`config.mk`:
```
export PLATFORM = sky130hd
export DESIGN_NAME = md_readback_packer
export DESIGN_NICKNAME = d
export VERILOG_FILES = /design/src/rtl/md_pkg.sv /design/src/rtl/md_rb_timeout.sv /design/src/rtl/md_readback_packer.sv
export SDC_FILE = /design/constraint.sdc
export NUM_CORES = 1
export LEC_CHECK = 0
export CAP_MARGIN = 15
export CELL_PAD_IN_SITES_DETAIL_PLACEMENT = 0
export CELL_PAD_IN_SITES_GLOBAL_PLACEMENT = 1
export CORE_ASPECT_RATIO = 0.7
export CORE_MARGIN = 10
export CORE_UTILIZATION = 32
export CTS_CLUSTER_SIZE = 20
export DETAILED_ROUTE_END_ITERATION = 8
export HOLD_SLACK_MARGIN = 0.15
export PLACE_DENSITY_LB_ADDON = 0.1
export SYNTH_ARGS = -nofsm -noshare
export SYNTH_HDL_FRONTEND = slang
export SYNTH_HIERARCHICAL = 1
export SYNTH_SLANG_ARGS = --single-unit
```
`constraint.sdc`:
```
create_clock -name ap_clk -period 3.2 [get_ports ap_clk]
set_clock_uncertainty 0.2 [all_clocks]
set_input_delay 0.48 -clock ap_clk [delete_from_list [all_inputs] [get_ports ap_clk]]
set_output_delay 0.48 -clock ap_clk [all_outputs]
set_load 0.02 [all_outputs]
```
`src/rtl/md_pkg.sv`:
```
// Shared widths, output word layout, drain FSM states and the word packer
// used by the MD_Wrapper readback drain.
package md_pkg;

  localparam int REC_W  = 192;
  localparam int OUT_W  = 256;
  localparam int IDX_W  = 16;
  localparam int STEP_W = 32;

  localparam int REC_LSB  = 0;
  localparam int IDX_LSB  = 192;
  localparam int STEP_LSB = 208;
  localparam int PAD_LSB  = 240;

  typedef enum logic [2:0] {
    ST_IDLE,
    ST_REQ,
    ST_WAIT,
    ST_SEND,
    ST_FIN
  } md_state_t;

  function automatic logic [OUT_W-1:0] md_pack_word(
    input logic [STEP_W-1:0] step,
    input logic [IDX_W-1:0]  idx,
    input logic [REC_W-1:0]  rec
  );
    logic [OUT_W-1:0] w;
    w                             = '0;
    w[REC_LSB  +: REC_W]          = rec;
    w[IDX_LSB  +: IDX_W]          = idx;
    w[STEP_LSB +: STEP_W]         = step;
    w[PAD_LSB  +: OUT_W-PAD_LSB]  = '0;
    return w;
  endfunction

endpackage

```
`src/rtl/md_rb_timeout.sv`:
```
// Loadable down-counter that flags expiry once it has run down to zero
// while enabled; bounds the wait for an MD_Wrapper response.
module md_rb_timeout #(
  parameter int CNT_W = 10
) (
  input  logic             i_clk,
  input  logic             i_rst_n,
  input  logic             i_load,
  input  logic [CNT_W-1:0] i_load_val,
  input  logic             i_en,
  output logic             o_expired
);

  logic [CNT_W-1:0] r_cnt;

  always_ff @(posedge i_clk or negedge i_rst_n) begin
    if (!i_rst_n) begin
      r_cnt <= '0;
    end else if (i_load) begin
      r_cnt <= i_load_val;
    end else if (i_en && (r_cnt != '0)) begin
      r_cnt <= r_cnt - CNT_W'(1);
    end
  end

  assign o_expired = i_en && (r_cnt == '0);

endmodule

```
`src/rtl/md_readback_packer.sv`:
```
// Self-timed drain of MD_Wrapper particle records: issues read_ctrl pulses,
// tags each record with index and step, and streams 256-bit words out.
module md_readback_packer
  import md_pkg::*;
#(
  parameter int REC_W   = md_pkg::REC_W,
  parameter int OUT_W   = md_pkg::OUT_W,
  parameter int IDX_W   = md_pkg::IDX_W,
  parameter int TIMEOUT = 1024
) (
  input  logic             ap_clk,
  input  logic             ap_rst_n,
  input  logic             start,
  input  logic [IDX_W-1:0] n_particles,
  input  logic [31:0]      step,
  output logic             read_ctrl,
  input  logic             elem_read,
  input  logic [REC_W-1:0] d_out,
  output logic [OUT_W-1:0] m_tdata,
  output logic             m_tvalid,
  input  logic             m_tready,
  output logic             m_tlast,
  output logic             busy,
  output logic             done,
  output logic             err
);

  localparam int TMO_W = (TIMEOUT > 2) ? $clog2(TIMEOUT) : 1;

  md_state_t        r_state;
  md_state_t        w_next;
  logic [IDX_W-1:0] r_n;
  logic [IDX_W-1:0] r_idx;
  logic [31:0]      r_step;
  logic [OUT_W-1:0] r_tdata;
  logic             r_tvalid;
  logic             r_tlast;
  logic             r_busy;
  logic             r_done;
  logic             r_err;

  logic w_start_acc;
  logic w_capture;
  logic w_accept;
  logic w_last;
  logic w_expired;
  logic w_timeout;
  logic w_spurious;
  logic w_read_ctrl;
  logic w_tmo_load;
  logic w_tmo_en;

  assign w_start_acc = start && (r_state == ST_IDLE);
  assign w_capture   = (r_state == ST_WAIT) && elem_read;
  assign w_timeout   = (r_state == ST_WAIT) && !elem_read && w_expired;
  assign w_accept    = r_tvalid && m_tready;
  assign w_last      = (r_idx == r_n - IDX_W'(1));
  // A response strobe is only legitimate while a request is outstanding.
  assign w_spurious  = elem_read && r_busy && (r_state != ST_WAIT);

  md_rb_timeout #(
    .CNT_W (TMO_W)
  ) u_timeout (
    .i_clk      (ap_clk),
    .i_rst_n    (ap_rst_n),
    .i_load     (w_tmo_load),
    .i_load_val (TMO_W'(TIMEOUT - 1)),
    .i_en       (w_tmo_en),
    .o_expired  (w_expired)
  );

  always_ff @(posedge ap_clk or negedge ap_rst_n) begin
    if (!ap_rst_n) r_state <= ST_IDLE;
    else           r_state <= w_next;
  end

  always_comb begin
    w_next = r_state;
    case (r_state)
      ST_IDLE: if (w_start_acc) w_next = (n_particles == '0) ? ST_FIN : ST_REQ;
      ST_REQ:  w_next = ST_WAIT;
      ST_WAIT: begin
        if (elem_read)      w_next = ST_SEND;
        else if (w_timeout) w_next = ST_FIN;
      end
      ST_SEND: if (w_accept) w_next = r_tlast ? ST_FIN : ST_REQ;
      ST_FIN:  w_next = ST_IDLE;
      default: w_next = ST_IDLE;
    endcase
  end

  always_comb begin
    w_read_ctrl = (r_state == ST_REQ);
    w_tmo_load  = (r_state == ST_REQ);
    w_tmo_en    = (r_state == ST_WAIT);
  end

  always_ff @(posedge ap_clk or negedge ap_rst_n) begin
    if (!ap_rst_n) begin
      r_busy <= 1'b0;
      r_done <= 1'b0;
      r_err  <= 1'b0;
      r_idx  <= '0;
    end else begin
      r_done <= (r_state == ST_FIN);
      if (w_start_acc)               r_busy <= 1'b1;
      else if (r_state == ST_FIN)    r_busy <= 1'b0;
      if (w_start_acc)               r_err <= 1'b0;
      else if (w_timeout || w_spurious) r_err <= 1'b1;
      if (w_start_acc)               r_idx <= '0;
      else if ((r_state == ST_SEND) && w_accept) r_idx <= r_idx + IDX_W'(1);
    end
  end

  always_ff @(posedge ap_clk or negedge ap_rst_n) begin
    if (!ap_rst_n) begin
      r_n      <= '0;
      r_step   <= '0;
      r_tdata  <= '0;
      r_tvalid <= 1'b0;
      r_tlast  <= 1'b0;
    end else begin
      if (w_start_acc) begin
        r_n    <= n_particles;
        r_step <= step;
      end
      if (w_capture) begin
        r_tdata  <= md_pack_word(r_step, r_idx, d_out);
        r_tvalid <= 1'b1;
        r_tlast  <= w_last;
      end else if (w_accept) begin
        r_tvalid <= 1'b0;
        r_tlast  <= 1'b0;
      end
    end
  end

  assign read_ctrl = w_read_ctrl;
  assign m_tdata   = r_tdata;
  assign m_tvalid  = r_tvalid;
  assign m_tlast   = r_tlast;
  assign busy      = r_busy;
  assign done      = r_done;
  assign err       = r_err;

endmodule

```
* After elaboration in Yosys (flattened, before gate mapping)
Index checks and enable logic that the tools add are counted.
** Operators by class
- Add/sub/neg operators :: 3
- Equality and inequality tests :: 9
- Mux-type cells :: 18
- Reduce and logical (&&, ||, !) cells :: 22
** Operator list (count)
- 16-bit two-way mux :: 2
- 10-bit two-way mux :: 2
- 3-bit two-way mux :: 6
- 16-bit by 1-bit adder with 16-bit output (second input constant) :: 1
- 16-bit equality test :: 1
- 16-bit logical NOT :: 1
- 16-bit by 1-bit subtractor with 16-bit output (second input constant) :: 1
- 3-bit one-hot mux with 4 select lines :: 1
- 1-bit logical AND :: 10
- 10-bit logical NOT :: 1
- 10-bit nonzero test :: 1
- 2-bit nonzero test :: 5
- 10-bit by 1-bit subtractor with 10-bit output (second input constant) :: 1
- 1-bit two-way mux :: 7
- 3-bit by 2-bit equality test with 1-bit output (second input constant) :: 2
- 2-bit != test (second input constant) :: 2
- 3-bit by 1-bit equality test with 1-bit output (second input constant) :: 1
- 3-bit equality test (second input constant) :: 1
- 3-bit logical NOT :: 1
- 3-bit by 2-bit != test with 1-bit output (second input constant) :: 1
- 3-bit != test (second input constant) :: 1
- 3-bit AND reduction :: 1
- 1-bit logical NOT :: 1
- 1-bit logical OR :: 1
** Word-level totals
- Bits in registers :: 322
- Output and inout bits :: 262

* Logic depth before layout (Yosys ltp)
Gate-level depths: netlist of the first run.
- Word-level depth :: 6
- Depth in mapped cells :: 9

* Hierarchy
The synthesis of the first run kept the hierarchy.
** By module, submodules not included
- md_readback_packer :: times used 1, cells an instance 1363, area each 12657.1 um^2, seq. area each 7807.5 um^2
- md_rb_timeout :: times used 1, cells an instance 73, area each 636.9 um^2, seq. area each 250.2 um^2

* Worst setup path before layout of the first run
OpenSTA, ideal clock, no wires.
- Path kind :: flip-flop to flip-flop
- Start point :: register r_n[0]
- End point :: register r_tlast, in the netlist m_tlast
- Setup time :: 0.076 ns
- Data arrival time :: 2.094 ns
- Path slack :: 0.829 ns
- Cell stages (with the launch flop) :: 9
- Path buffers :: 0
- Clock period less this slack :: 2.371 ns
- Path through :: dfrtp_1 -> inv_1 -> ha_1 -> or4b_4 -> or4_1 -> o311ai_1 -> a31o_1 -> o2111ai_1 -> o21ai_1
** Between the ends
- Longest elaborated chain between the ends :: 3
** Ends and longest elaborated chain
- from (decl) :: line md_readback_packer.sv:32 : logic [IDX_W-1:0] r_n;
- from (signal assigned) :: line md_readback_packer.sv:124 : r_n <= n_particles;
- 16-bit by 1-bit subtractor with 16-bit output :: line md_readback_packer.sv:57 : assign w_last = (r_idx == r_n - IDX_W'(1));
- 16-bit equality test :: line md_readback_packer.sv:57
- 1-bit two-way mux :: line md_readback_packer.sv:127 : if (w_capture) begin
- to (signal assigned) :: line md_readback_packer.sv:130 : r_tlast <= w_last;
- to (decl) :: line md_readback_packer.sv:37 : logic r_tlast;
Every way passes these cells.
A chain may end at the register's enable or synchronous reset.

* Worst setup path after layout of the first run
- Start point :: register r_state[0]
- End point :: output port read_ctrl
** Between the ends
- Longest elaborated chain between the ends :: 1
** Ends and longest elaborated chain
- from (decl) :: line md_readback_packer.sv:30 : md_state_t r_state;
- from (signal assigned) :: line md_readback_packer.sv:74 : else r_state <= w_next;
- 3-bit by 1-bit equality test with 1-bit output :: line md_readback_packer.sv:93 : w_read_ctrl = (r_state == ST_REQ);
- to (decl) :: line md_readback_packer.sv:16 : output logic read_ctrl,
Every way passes these cells.

==> flow_summary.toml, run 1 <==
[synth]
syn_area_per_cell_sq_um = 9.26
ys_types = 60
ys_ff_latch = 322
syn_area_sq_um = 13300
synth_top_flop_cell = "dfrtp_1"
ys_top_cells_by_area = "dfrtp_1, nand2_1, mux2_2, clkbuf_1, xnor2_1"
synth_edf_count = 0
ys_seq_area_frac = 0.606
synth_top_area_cell = "dfrtp_1"
yosys_warnings = 6
async_reset_ff_frac = 1.00
yosysTopAreaCellShare = 0.606
netlist_instances = 1436

[critical_path]
crit_type = "reg -> out"
cp-start-kind = "flip-flop"
r2r_slack_ps = 620
cp-end-kind = "output port"
critPathRequiredTime_ps = 2520
critPathArrivalTime_ps = 2020
worst-path-max-fanout = 11

[clock_tree]
cts_tree = "done"
cts_buffers = 36
cts-root-buf = "clkbuf_16"
clk_latency_ps = 530
clk_pin_slew_ps = 60
cts.repair.resized = 0
clockBufferDepth = 3
cts_hold_buf = 1
postCtsSetupBuffers = 0
clock-sinks = 322
htree_levels = 2

[place]
placed_cells = 2428
port_buffers = 490
dp_hpwl_microns = 36600
place.gp.congestion = 0.823
dp_slack_ps = 436
dpl_cell_area_sq_um = 18900

[floorplan]
boundaryPins = 507
core.rowCount = 62
core-area_sq_um = 41000
start_util = 0.324
design.die.area_sq_um = 50200
die_h_microns = 191
dieWidth_microns = 264

[pwr]
cellPowerDensity_nw_per_um2 = 1000
power_leakage_nw = 9.51
seqPwrFrac = 0.346
switchingPower_mw = 7.90
switching_share = 0.391
vdd_ir_drop_max_mv = 0.564
pwr-share-comb = 0.437
clockPowerShare = 0.217
p_total_mw = 20.2
p_int_mw = 12.3

[worst_hold_path]
min_path_type = "reg -> reg"

[layout]
drive_above_1_share = 0.0718
fin_cells = 2501
finish.instance_area_sq_um = 20100
area_delta_synth_final_pct = 51.5
fillers = 3916
final_nets = 2171
utilization = 0.491

[timing]
finalCritPeriodShare = 0.844
drv_slew = 0
max_freq_mhz = 370
hold_ws_ps = 254
finalHoldViolCount = 0
fin_setup_tns_ps = 0
setup_viol = 0
maxSlewHeadroom = 0.509
layout_setup_ws_ps = 498
tightest_slew_ps = 732
rsz0062_at_grt = "no"
period_needed_ps = 2700

[outcome]
status = "complete, no violations"

[route]
ant_nets = 0
vias = 11232
detail_route.iter0.violations = 613
wire_per_inst_microns = 19.7
drc = 0
drt-vias-per-instance = 4.49
dr.pass1.iters = 4
wl_microns = 49400

[grt]
grt-ovfl-total = 0
antenna_found_initial = 11
grt_pass1_wl_microns = 74100
grtUsageTotal = 0.190
grt_max_degree = 87
grt_pass1_vias = 11447

[run]
cap_violations = 0
## worst paths after layout
| check | from | to | cells past startpoint |
|---|---|---|---|
| max in group asynchronous | ap_rst_n | m_tdata[112]$_DFFE_PN0P_ | 3 |
| worst max register to register | r_n[0]$_DFFE_PN0P_ | m_tlast$_DFFE_PN0P_ | 8 |
| worst min-delay path | r_step[22]$_DFFE_PN0P_ | m_tdata[230]$_DFFE_PN0P_ | 2 |
| min in group asynchronous | ap_rst_n | m_tdata[26]$_DFFE_PN0P_ | 2 |
| worst max-delay path | r_state[0]$_DFFE_PN0P_ | read_ctrl | 2 |
| worst min register to register | r_step[22]$_DFFE_PN0P_ | m_tdata[230]$_DFFE_PN0P_ | 2 |
## critical path: stages (launching register included)
cell and delay, ps:
dfrtp_1 570, nor3b_2 290, clkdlybuf4s50_1 650
## per-layer routing
metal | wire length [microns] | vias up | share of wire | global-route usage
met3 | 4130 | 61 | 0.084 | 0.0650
met5 | 46 | - | 0.00093 | 0
met2 | 23500 | 338 | 0.48 | 0.309
li1 | - | 5477 | - | -
met4 | 1020 | 6 | 0.021 | 0.0556
met1 | 20600 | 5350 | 0.42 | 0.237
## final cells by class
type,instances,area [sq um],area share
sequential,322,8060,0.400
timing repair buffer,515,5200,0.258
multi-input combinational,1033,4880,0.242
clock buffer,49,1070,0.0532
tap,544,681,0.0338
clock inverter,15,176,0.00876
inverter,15,56.3,0.00280
antenna,8,20.0,0.000994
## cell usage after synthesis, types with 3 or more instances
| cell | n |
|---|---|
| nand2_1 | 745 |
| dfrtp_1 | 322 |
| clkbuf_1 | 69 |
| mux2_2 | 39 |
| nor2_1 | 38 |
| o21ai_0 | 20 |
| xnor2_1 | 20 |
| buf_4 | 17 |
| inv_1 | 15 |
| nand3_1 | 14 |
| a21oi_1 | 13 |
| xor2_1 | 13 |
| nand4_1 | 10 |
| nor3_1 | 9 |
| nor4_1 | 9 |
| mux2_1 | 6 |
| a31oi_1 | 4 |
| nand3b_1 | 4 |
| o21ai_1 | 4 |
| a211oi_1 | 3 |
| and3_1 | 3 |
| ha_1 | 3 |
| mux2i_1 | 3 |
| or4_1 | 3 |
## cells by family after synthesis
| family | after synthesis | share of synthesized area |
|---|---|---|
| AND/OR/NAND/NOR | 858 | 0.262 |
| flip-flops | 322 | 0.606 |
| buffers and inverters | 105 | 0.0352 |
| AO/OA/AOI/OAI | 65 | 0.0310 |
| multiplexers | 48 | 0.0404 |
| XOR/XNOR | 33 | 0.0217 |
| adder cells (fa/ha/maj) | 3 | 0.00282 |
| other | 2 | 0.000565 |
## layout by cell type, fill, tap and decap left out, types with 3 or more instances in the layout
master	count
mux2i_1	3
a211oi_1	3
clkdlybuf4s50_1	489
nand3_1	14
nor4_1	9
dfrtp_1	322
inv_1	15
mux2_2	39
a21oi_1	13
ha_1	3
nor3_1	9
xor2_1	13
clkinv_2	4
nand2_1	744
and3_1	3
mux2_1	6
o21ai_0	20
diode_2	8
or4_1	3
clkbuf_8	10
clkbuf_16	37
clkinvlp_4	5
bufinv_16	3
o21ai_1	4
nor2_1	38
conb_1	26
xnor2_1	20
nand4_1	10
buf_12	8
a31oi_1	4
nand3b_1	4
buf_4	16
## state kept, by name (all words and copies together), names as in the netlist
register	cells
err	1
busy	1
m_tlast	1
u_timeout/r_cnt	10
m_tvalid	1
r_idx	16
r_state	3
r_n	16
r_step	32
done	1
m_tdata	240
## power groups by stage
stage / Sequential (mW) / Clock (mW) / Combinational (mW)
2_1_floorplan: 8.43 / 0 / 2.99
3_3_place_gp: 6.97 / 0 / 8.90
3_5_place_dp: 7.02 / 0 / 8.97
4_1_cts: 6.98 / 4.50 / 9.00
5_1_grt: 7.24 / 4.69 / 9.61
6_report: 6.98 / 4.37 / 8.83
No activity file was read; power rests on OpenSTA's default activity.
==> run 2, diff against run 1 <==
- CORE_UTILIZATION: 32 -> 29
- clock period: 3.2 -> 2.4 ns (I/O delays scaled with it)
==> flow_summary.toml, run 2 (synthesis gave the netlist of run 1 again) <==
[timing]
maxSlewHeadroom = 0.647
setup_viol = 0
period_needed_ps = 2350
drv_slew = 0
finalHoldViolCount = 0
tightest_slew_ps = 530
max_freq_mhz = 426
finalCritPeriodShare = 0.978
rsz0062_at_grt = "yes"

[critical_path]
timing.rr.start = "r_n[1]$_DFFE_PN0P_"
worst-path-max-fanout = 3
cp-end-kind = "flip-flop"
ff2ff_path_depth = 8
cp-start-kind = "flip-flop"
crit_path_start = "r_n[1]$_DFFE_PN0P_"
r2r_slack_ps = 50
critPathRequiredTime_ps = 2660
critPathArrivalTime_ps = 2600
crit_type = "reg -> reg"

[place]
dp_hpwl_microns = 37100
place.gp.congestion = 0.824
port_buffers = 490
placed_cells = 2530

[floorplan]
start_util = 0.294
design.die.area_sq_um = 54900
core.rowCount = 65
boundaryPins = 507
core-area_sq_um = 45200
dieWidth_microns = 276
die_h_microns = 199

[layout]
final_nets = 2333
fin_cells = 2720
final_common_cell = "nand2_1"
fillers = 4302
drive_above_1_share = 0.0896
largest_reg_flops = 240
area_delta_synth_final_pct = 64.2
utilization = 0.483
layout_common_cells = "nand2_1, clkdlybuf4s50_1, dfrtp_1"

[clock_tree]
clockBufferDepth = 3
clk_pin_slew_ps = 60
clk_latency_ps = 520
cts-root-buf = "clkbuf_16"
cts_tree = "done"
clock-sinks = 322
htree_levels = 2
cts_buffers = 38

[grt]
antenna_found_initial = 10
grt_pass1_vias = 12399
grtUsageTotal = 0.178
grt_pass1_wl_microns = 76300
grt-ovfl-total = 0
grt_max_degree = 78

[worst_hold_path]
min_path_type = "in -> async"

[outcome]
status = "complete, no violations"

[run]
cap_violations = 0

[route]
dr.pass1.iters = 5
vias = 11886
detail_route.iter0.violations = 559
drc = 0
wl_microns = 50700
wire_per_inst_microns = 18.7
ant_nets = 0
drt-vias-per-instance = 4.37

[pwr]
cellPowerDensity_nw_per_um2 = 1270
power_leakage_nw = 10.3
vdd_ir_drop_max_mv = 0.775
==> run 2: cell types whose count changed in the layout (fill, tap and decap cells not counted), sizes merged, moves of 2 or more <==
cell | before | now
dlygate4sd3 | 1 | 115
buf | 25 | 71
clkbuf | 49 | 56
clkinvlp | 5 | 1
inv | 18 | 16
==> run 2: worst paths after layout <==
check                                           end
max reg2reg                     m_tlast$_DFFE_PN0P_
min                         m_tdata[25]$_DFFE_PN0P_
min reg2reg                m_tdata[209]$_DFFE_PN0P_
max in group asynchronous   m_tdata[58]$_DFFE_PN0P_
max                             m_tlast$_DFFE_PN0P_
min in group ap_clk         m_tdata[80]$_DFFE_PN0P_
==> run 2: worst max-delay path, stage by stage, from the launching register on <==
cell       delay, ps
dfrtp_1          390
inv_2             70
ha_2             170
or4b_4           480
or4_4            430
o311ai_2          80
a31o_1           170
o2111ai_2        140
o21ai_1          140
==> run 2: report_power, final <==
| group | internal [mW] | total (mW) | switching, mW |
|---|---|---|---|
| clock network | 3.65 | 5.96 | 2.31 |
| registers | 7.76 | 9.16 | 1.40 |
| logic | 5.66 | 12.6 | 6.90 |
==> run 2: layer usage <==
metal  global-route usage  vias up  part of all wire
li1                     -     5812                 -
met1                0.220     5680              0.41
met2                0.293      336              0.48
met3               0.0628       56             0.089
met4               0.0402        2             0.017
met5                    0        -           0.00026
==> run 2: what timing repair did <==
item                       4_1_cts  5_1_grt
resized for setup                4        7
setup buffers                    1        2
pin swaps                        2        2
hold endpoints to repair       436        0
hold buffers                   115        0
setup endpoints to repair        2        2
==> run 2: final cells by class <==
cell class                      count  area [sq um]  area share
Sequential cell                   322          8060       0.369
Timing Repair Buffer              675          6770       0.310
Multi-Input combinational cell   1033          4910       0.225
Clock buffer                       55          1120      0.0511
Tap cell                          603           754      0.0346
Clock inverter                     10           156     0.00716
Inverter                           15          56.3     0.00258
Antenna cell                        7          17.5    0.000802
==> run 2: through the flow <==
stage	setup TNS, ps	power, mW	hold WS (ps)	setup WS [ps]	cell area [sq um]
final	0	27.7	161	53.6	21800
after global routing	-28.8	29.5	163	-28.8	21800
after CTS	0	28.1	151	7.51	21800
after detailed placement	-25.9	21.7	145	-25.9	19400
after global placement	-11.0	21.6	144	-11.0	19400
after floorplan	0	15.2	-136	29.2	13400
